<file path="src/rtl/jls_pkg.sv">
// jls_pkg: shared constants and types for the JPEG-LS frame feeder and encoder.
//   MIN_WIDTH      smallest image width the encoder accepts
//   feeder_state_t frame sequencer states
package jls_pkg;

    localparam int MIN_WIDTH = 4;

    typedef enum logic [1:0] {IDLE, PRE, FEED, POST} feeder_state_t;

endpackage

</file>
<file path="src/rtl/jls_raster_cnt.sv">
// jls_raster_cnt: column/row position counter for a raster-scanned frame.
//   clk, rst   clock and synchronous active-high reset
//   clr        restart at column 0, row 0
//   inc        advance one pixel
//   width      image width, height image height (held stable while counting)
//   col, row   current pixel position
//   last       current position is the final pixel of the frame
module jls_raster_cnt #(
    parameter int W = 12
) (
    input  logic         clk,
    input  logic         rst,
    input  logic         clr,
    input  logic         inc,
    input  logic [W-1:0] width,
    input  logic [15:0]  height,
    output logic [W-1:0] col,
    output logic [15:0]  row,
    output logic         last
);

    logic [W-1:0] col_q;
    logic [15:0]  row_q;
    logic         col_end;

    assign col_end = col_q == width - W'(1);
    assign last    = col_end && row_q == height - 16'd1;
    assign col     = col_q;
    assign row     = row_q;

    always_ff @(posedge clk) begin
        if (rst || clr) begin
            col_q <= '0;
            row_q <= '0;
        end else if (inc) begin
            col_q <= col_end ? '0 : col_q + W'(1);
            row_q <= col_end ? row_q + 16'd1 : row_q;
        end
    end

endmodule

</file>
<file path="src/rtl/jls_frame_feeder.sv">
// jls_frame_feeder: sequences one frame into jls_encoder (pre-gap reset, pixel stream, post-gap reset).
//   clk, rst                  clock and synchronous active-high reset
//   start, width, height      frame request and size, sampled in IDLE
//   s_valid, s_ready, s_data  upstream pixel handshake
//   enc_rst, enc_ivalid, enc_idata  encoder control and pixel stream
//   busy, done, cfg_err       status: active, frame-end pulse, rejected-start pulse
//   frame_cnt                 completed frames, wraps
module jls_frame_feeder
    import jls_pkg::*;
#(
    parameter int MAXLEN_LEVEL = 12,
    parameter int PIX_WIDTH    = 8,
    parameter int PRE_GAP      = 400,
    parameter int POST_GAP     = 100
) (
    input  logic                    clk,
    input  logic                    rst,
    input  logic                    start,
    input  logic [MAXLEN_LEVEL-1:0] width,
    input  logic [15:0]             height,
    input  logic                    s_valid,
    output logic                    s_ready,
    input  logic [PIX_WIDTH-1:0]    s_data,
    output logic                    enc_rst,
    output logic                    enc_ivalid,
    output logic [PIX_WIDTH-1:0]    enc_idata,
    output logic                    busy,
    output logic                    done,
    output logic                    cfg_err,
    output logic [15:0]             frame_cnt
);

    localparam int GAP_MAX = PRE_GAP > POST_GAP ? PRE_GAP : POST_GAP;
    localparam int GW      = $clog2(GAP_MAX + 1);
    localparam logic [GW-1:0] PRE_LAST  = GW'(PRE_GAP - 1);
    // POST spans POST_GAP+1 cycles: the first still shows the last pixel with enc_rst low.
    localparam logic [GW-1:0] POST_LAST = GW'(POST_GAP);

    feeder_state_t         state_q, state_d;
    logic [GW-1:0]         gap_q, gap_d;
    logic [MAXLEN_LEVEL-1:0] width_q;
    logic [15:0]           height_q;
    logic                  s_ready_q, enc_rst_q, enc_ivalid_q, busy_q, done_q, cfg_err_q;
    logic                  s_ready_d, enc_rst_d, done_d, cfg_err_d;
    logic [PIX_WIDTH-1:0]  enc_idata_q;
    logic [15:0]           frame_cnt_q;
    logic                  hs, accept, last;
    logic [MAXLEN_LEVEL-1:0] col_unused;
    logic [15:0]           row_unused;

    jls_raster_cnt #(.W(MAXLEN_LEVEL)) u_raster (
        .clk    (clk),
        .rst    (rst),
        .clr    (accept),
        .inc    (hs),
        .width  (width_q),
        .height (height_q),
        .col    (col_unused),
        .row    (row_unused),
        .last   (last)
    );

    always_comb begin
        hs        = state_q == FEED && s_valid;
        accept    = state_q == IDLE && start && width >= MAXLEN_LEVEL'(MIN_WIDTH) && height != 16'd0;
        cfg_err_d = state_q == IDLE && start && !accept;
        state_d   = state_q;
        gap_d     = gap_q;
        case (state_q)
            IDLE: begin
                state_d = accept ? PRE : IDLE;
                gap_d   = '0;
            end
            PRE: begin
                state_d = gap_q == PRE_LAST ? FEED : PRE;
                gap_d   = gap_q == PRE_LAST ? '0 : gap_q + GW'(1);
            end
            FEED: state_d = hs && last ? POST : FEED;
            POST: begin
                state_d = gap_q == POST_LAST ? IDLE : POST;
                gap_d   = gap_q == POST_LAST ? '0 : gap_q + GW'(1);
            end
        endcase
        s_ready_d = state_d == FEED;
        enc_rst_d = !(state_d == FEED || (state_d == POST && gap_d == '0));
        done_d    = state_d == POST && gap_d == POST_LAST;
    end

    always_ff @(posedge clk) begin
        if (rst) begin
            state_q      <= IDLE;
            gap_q        <= '0;
            width_q      <= '0;
            height_q     <= '0;
            s_ready_q    <= 1'b0;
            enc_rst_q    <= 1'b1;
            enc_ivalid_q <= 1'b0;
            enc_idata_q  <= '0;
            busy_q       <= 1'b0;
            done_q       <= 1'b0;
            cfg_err_q    <= 1'b0;
            frame_cnt_q  <= '0;
        end else begin
            state_q      <= state_d;
            gap_q        <= gap_d;
            width_q      <= accept ? width : width_q;
            height_q     <= accept ? height : height_q;
            s_ready_q    <= s_ready_d;
            enc_rst_q    <= enc_rst_d;
            enc_ivalid_q <= hs;
            enc_idata_q  <= hs ? s_data : enc_idata_q;
            busy_q       <= state_d != IDLE;
            done_q       <= done_d;
            cfg_err_q    <= cfg_err_d;
            frame_cnt_q  <= frame_cnt_q + 16'(done_d);
        end
    end

    assign s_ready    = s_ready_q;
    assign enc_rst    = enc_rst_q;
    assign enc_ivalid = enc_ivalid_q;
    assign enc_idata  = enc_idata_q;
    assign busy       = busy_q;
    assign done       = done_q;
    assign cfg_err    = cfg_err_q;
    assign frame_cnt  = frame_cnt_q;

endmodule

</file>
<file path="config.mk">
export PLATFORM = sky130hd
export DESIGN_NAME = jls_frame_feeder
export DESIGN_NICKNAME = d
export VERILOG_FILES = /design/src/rtl/jls_pkg.sv /design/src/rtl/jls_raster_cnt.sv /design/src/rtl/jls_frame_feeder.sv
export SDC_FILE = /design/constraint.sdc
export NUM_CORES = 1
export LEC_CHECK = 0
export ABC_CLOCK_PERIOD_IN_PS = 4000
export CORE_ASPECT_RATIO = 1.4
export CORE_UTILIZATION = 33
export DETAILED_ROUTE_END_ITERATION = 16
export RECOVER_POWER = 50
export SETUP_SLACK_MARGIN = 0.3
export SLEW_MARGIN = 30
export SYNTH_ARGS = -nofsm -noshare
export SYNTH_HDL_FRONTEND = slang
export SYNTH_HIERARCHICAL = 1
export SYNTH_SLANG_ARGS = --single-unit
</file>
<file path="constraint.sdc">
create_clock -name clk -period 4 [get_ports clk]
set_input_delay 0.8 -clock clk [delete_from_list [all_inputs] [get_ports clk]]
set_output_delay 0.8 -clock clk [all_outputs]
set_load 0.01 [all_outputs]
</file>
# [After elaboration in Yosys (flattened, before gate mapping)]
# Index checks and enable logic that the tools add are counted.
[totals] ff_bits=97 input_bits=40 output_inout_bits=30 elab_cells=58
[classes] add_sub_neg=6 magnitude_cmp=1 n_eq_ne=10 n_mux=9 n_reduce_logical=18
[op_table] operator="$pmux 9 s3" n=1
[op_table] operator="$eq 9x7->1 const B" n=2
[op_table] operator="$mux 9" n=2
[op_table] operator="$add 16x1->16" n=1
[op_table] operator="$add 16x1->16 const B" n=1
[op_table] operator="$eq 16x16->1" n=1
[op_table] operator="$reduce_bool 16->1" n=1
[op_table] operator="$sub 16x1->16 const B" n=1
[op_table] operator="$add 12x1->12 const B" n=1
[op_table] operator="$eq 12x12->1" n=1
[op_table] operator="$ge 12x3->1 const B" n=1
[op_table] operator="$mux 12" n=1
[op_table] operator="$sub 12x1->12 const B" n=1
[op_table] operator="$add 9x1->9 const B" n=1
[op_table] operator="$eq 9x9->1 const B" n=1
[op_table] operator="$logic_and 1x1->1" n=9
[op_table] operator="$logic_not 9->1" n=1
[op_table] operator="$eq 2x2->1 const B" n=4
[op_table] operator="$pmux 2 s4" n=1
[op_table] operator="$mux 2" n=2
[op_table] operator="$eq 2x1->1 const B" n=1
[op_table] operator="$logic_not 1->1" n=2
[op_table] operator="$logic_not 2->1" n=1
[op_table] operator="$logic_or 1x1->1" n=2
[op_table] operator="other kinds (3)" n=4

# [Depth between registers and ports, before layout]
[logic_depth] ltp_word=10 mapped_depth=18 depth_no_buf=18

# [Cells and area by module]
# The synthesis kept the hierarchy.
[modules_own_cells] module="jls_frame_feeder" n_inst=1 cells_per_inst=351 area_each_um2=2924.1 seq_area_each_um2=1381.3
[modules_own_cells] module="jls_raster_cnt" n_inst=1 cells_per_inst=294 area_each_um2=2262.2 seq_area_each_um2=560.5

# [Worst setup path before layout]
# No wires, ideal clock.
[synth_path] path_type="register -> register" start="register width_q[0]" end="register frame_cnt_q[11] (netlist: frame_cnt[11])" setup_time_ps=128 t_arrival_ps=3925 required_time_ps=3872 setup_slack_ps=-53 stages_incl_launch_ff=17 path_buffers=0 period_less_slack_ps=4053 path_cell_list="dfxtp_1 inv_1 ha_1 or4b_4 or4_1 o211ai_1 o21bai_4 nand3_1 a2111oi_0 a211oi_2 nor3_1 ha_1 nand4_1 nor3_1 and3_1 xnor2_1 nor2_1"
[synth_between] elab_chain_len=9
[synth_rtl] item="from (decl)" line="jls_frame_feeder.sv:41" rtl="logic [MAXLEN_LEVEL-1:0] width_q;"
[synth_rtl] item="from (signal assigned)" line="jls_frame_feeder.sv:106" rtl="width_q <= accept ? width : width_q;"
[synth_rtl] item="$sub 12x1->12" line="jls_raster_cnt.sv:26" rtl="assign col_end = col_q == width - W'(1);"
[synth_rtl] item="$eq 12x12->1" line="jls_raster_cnt.sv:26"
[synth_rtl] item="$logic_and 1x1->1" line="jls_raster_cnt.sv:27" rtl="assign last = col_end && row_q == height - 16'd1;"
[synth_rtl] item="via last" line="jls_frame_feeder.sv:47" rtl="logic hs, accept, last;"
[synth_rtl] item="$logic_and 1x1->1" line="jls_frame_feeder.sv:78" rtl="FEED: state_d = hs && last ? POST : FEED;"
[synth_rtl] item="$mux 1" line="jls_frame_feeder.sv:78"
[synth_rtl] item="$pmux 2 s4" line="jls_frame_feeder.sv:69" rtl="case (state_q)"
[synth_rtl] item="$eq 2x2->1" line="jls_frame_feeder.sv:86" rtl="done_d = state_d == POST && gap_d == POST_LAST;"
[synth_rtl] item="$logic_and 1x1->1" line="jls_frame_feeder.sv:86"
[synth_rtl] item="via done_d" line="jls_frame_feeder.sv:44" rtl="logic s_ready_d, enc_rst_d, done_d, cfg_err_d;"
[synth_rtl] item="$add 16x1->16" line="jls_frame_feeder.sv:115" rtl="frame_cnt_q <= frame_cnt_q + 16'(done_d);"
[synth_rtl] item="to (signal assigned)" line="jls_frame_feeder.sv:115"
[synth_rtl] item="to (decl)" line="jls_frame_feeder.sv:46" rtl="logic [15:0] frame_cnt_q;"
# The timed path passes the listed nets, and every way through them passes these cells.
# A chain may end at the register's enable or synchronous reset.

# [Worst setup path in the final report]
[layout_path] start="register width_q[0]" end="register frame_cnt_q[7] (netlist: frame_cnt[7])"
# Same word-level chain as after synthesis.

==> results.sh <==
export IMPL_antenna_found_initial=0
export IMPL_multiInputGateArea_um2=3200
export IMPL_hold_viol_final=0
export IMPL_drive_gt1_share_pct=11.8
export IMPL_route_met2_wl_mm=6.62
export IMPL_dpl_hpwl_mm=9.77
export IMPL_area_growth_synth_to_final_pct=27.1
export IMPL_fin_util_pct=43.4
export IMPL_root_buffer="clkbuf_16"
export IMPL_cp_slowest_cell="or4b_4"
export IMPL_route_met3_wl_um=616
export IMPL_fin_ws_ns=0.294
export IMPL_finalClockSkew_ns=0.0144
export IMPL_fillers=1484
export IMPL_wl_per_cell_um=14.5
export IMPL_finalSetupViolCount=0
export IMPL_peakVddDrop_v=0.000166
export IMPL_end_kind="flop"
export IMPL_synth_seq_cells=97
export IMPL_netlist_area_um2=5190
export IMPL_cp_cell_sequence="inv_2, ha_4, or4b_4, or4_4, o211ai_1, o21bai_4, nand3_4, a2111oi_4, a211oi_2, nor3_2, ha_2, nand4_1, or2_2, nor2_1, xnor2_1, nor2_1"
export IMPL_final_common_cell="nand2_1"
export IMPL_power_share_clock_pct=38.7
export IMPL_worstMarginPinSlew_ns=1.34
export IMPL_p_int_uw=1590
export IMPL_synth_area_top_cells="dfxtp_1 (37%), nand2_1 (7.3%), a21oi_1 (5.7%)"
export IMPL_cts_tree="done"
export IMPL_fin_nets=769
export IMPL_worstPathMaxFanout=4
export IMPL_holdWs_ns=0.457
export IMPL_h_tree_depth=3
export IMPL_clk_pin_slew_worst_paths_ns=0.08
export IMPL_grt_first_pass_wirelength_mm=22.1
export IMPL_r2r_setup_slack_ns=0.29
export IMPL_rsz0062_at_grt="true"
export IMPL_top_layer_used="met4"
export IMPL_p_seq_share_pct=46.0
export IMPL_synth_top_flop_cell="dfxtp_1"
export IMPL_crit_top_cell="nor2_1"
export IMPL_reg2reg_depth=16
export IMPL_finalCritPeriodShare_pct=92.6
export IMPL_yosysWarnings=6
export IMPL_drc=0
export IMPL_start_kind="flop"
export IMPL_max_freq_mhz=270
export IMPL_stdcell_count=918
export IMPL_p_leak_uw=0.00239
export IMPL_switching_share_pct=28.0
export IMPL_clockBufferDepth=2
export IMPL_drt_met1_wl_mm=5.74
export IMPL_worst_path_largest_cell_delay_ns=0.50
export IMPL_ys_types=66
export IMPL_die_area_um2=16200
export IMPL_num_io_pins=70
export IMPL_firstDrtPassIters=4
export IMPL_slew_violations=0
export IMPL_antenna_cells=0
export IMPL_regArea_um2=1940
export IMPL_arrival_ns=3.95
export IMPL_synth_top_cell_area_share_pct=37.4
export IMPL_async_reset_ff_share_pct=0
export IMPL_post_route_min_period_ns=3.71
export IMPL_critical_path_class="reg2reg"
export IMPL_hold_end="enc_idata[2]"
export IMPL_rr_endpoint="frame_cnt[7]"
export IMPL_avgSynthCellArea_um2=8.04
export IMPL_grt_pass1_vias=4713
export IMPL_tns_ns=0
export IMPL_worstPathRequired_ns=4.24
export IMPL_ant_nets=0
export IMPL_viasPerCell=5.22
export IMPL_io_buffers=69
export IMPL_core_um2=15200
export IMPL_die_x_um=108
export IMPL_numCtsBuffers=9
export IMPL_dp_cells=891
export IMPL_final_cell_mix="nand2_1 (100), dfxtp_1 (95), a21oi_1 (59)"
export IMPL_cts_sinks=97
export IMPL_yosysSeqAreaShare_pct=37.4
export IMPL_drtIter0Drc=284
export IMPL_postRouteWirelength_mm=13.4
export IMPL_slew_headroom_pct=10.9
export IMPL_synth_edf_count=0
export IMPL_max_cap_violations=0
export IMPL_synthCells=645
export IMPL_rows=53
export IMPL_track_usage_pct=17.0
export IMPL_holdPathStages=2
export IMPL_initial_core_util_pct=34.2
export IMPL_p_sw_uw=619
export IMPL_p_per_area_nw_per_um2=335
export IMPL_combPwrFrac_pct=15.3
export IMPL_vias=4796
export IMPL_hold_path_class="reg2reg"
export IMPL_hp_start="enc_idata[2]"
export IMPL_clock_latency_ns=0.35
export IMPL_syn_nets=693
export IMPL_overflow=0
export IMPL_grt_max_degree=36
export IMPL_synth_top_area_cell="dfxtp_1"
export IMPL_place_gp_congestion=0.953
export IMPL_worstReg2RegStart="width_q[0]"
export IMPL_status="finished clean"
export IMPL_die_y_um=150
export IMPL_dp_slack_ns=0.0950
[cell usage after synthesis (11+ instances only)]
cell type / number
nor3_1: 13
or3_1: 18
o21ai_0: 20
a21oi_1: 59
nor4_1: 12
nand2_1: 101
and3_1: 11
nor2_1: 58
nand4_1: 12
dfxtp_1: 97
clkbuf_1: 16
inv_1: 18
nand3_1: 27
xor2_1: 31
xnor2_1: 33
[layout make-up]
cell class	instances	area share, %
Clock buffer	9	3.42
Clock inverter	7	1.12
Inverter	18	1.02
Multi-Input combinational cell	504	48.5
Sequential cell	97	29.5
Tap cell	192	3.64
Timing Repair Buffer	91	12.8
[critical path: cells and delay by family, from the launching register on]
family,cells,cell delay [ns]
flip-flops,1,0.32
buffers and inverters,1,0.07
AND/OR/NAND/NOR,8,1.94
XOR/XNOR,1,0.13
adder cells (fa/ha/maj),2,0.37
AO/OA/AOI/OAI,4,0.77
[kinds of logic after synthesis]
group	Yosys count	share of synthesized area (%)
multiplexers	4	0.796
AND/OR/NAND/NOR	307	30.8
AO/OA/AOI/OAI	121	14.1
adder cells (fa/ha/maj)	8	1.93
buffers and inverters	44	4.05
XOR/XNOR	64	10.8
flip-flops	97	37.4
[stage by stage]
stage / power, uW / cell area, um^2
6_report: 2210 / 6590
3_5_place_dp: 1350 / 6090
4_1_cts: 2230 / 6520
5_1_grt: 2300 / 6590
3_3_place_gp: 1340 / 6090
2_1_floorplan: 1240 / 5230
[how the worst max path moves through the flow]
stage,start,end,slack (ns),cells after the start
after floorplan,height_q[0],frame_cnt[8],0.31,14
after global routing,width_q[1],frame_cnt[7],0.09,16
final,width_q[0],frame_cnt[7],0.29,16
after global placement,width_q[1],frame_cnt[10],0.19,17
after CTS,width_q[1],frame_cnt[11],0.21,16
after detailed placement,height_q[0],frame_cnt[10],0.1,18
[per-layer routing]
metal | vias up | GRT usage (%)
li1 | 2409 | -
met1 | 2285 | 20.2
met2 | 80 | 28.8
met3 | 22 | 3.98
met4 | 0 | 7.74
met5 | - | 0
[power by group through the flow]
stage	Combinational, uW	Sequential (uW)	Clock, uW
final	339	1020	855
after global routing	369	1020	912
after CTS	329	1020	880
after detailed placement	308	1040	0
after global placement	301	1040	0
after floorplan	207	1030	0
[sequential cells by signal, summed over array words and instances, names as in the netlist]
name          count
busy              1
cfg_err           1
done              1
enc_idata         8
enc_ivalid        1
enc_rst           1
frame_cnt        16
gap_q             9
height_q         16
s_ready           1
state_q           2
u_raster/col     12
u_raster/row     16
width_q          12
[timing repair]
action | in CTS | in global routing
gates resized for setup | 16 | 15
hold buffers | 0 | 0
endpoints found under the setup margin | 10 | 12
pin swaps | 15 | 17
buffers inserted | 7 | 4
(Power assumes the default switching activity.)
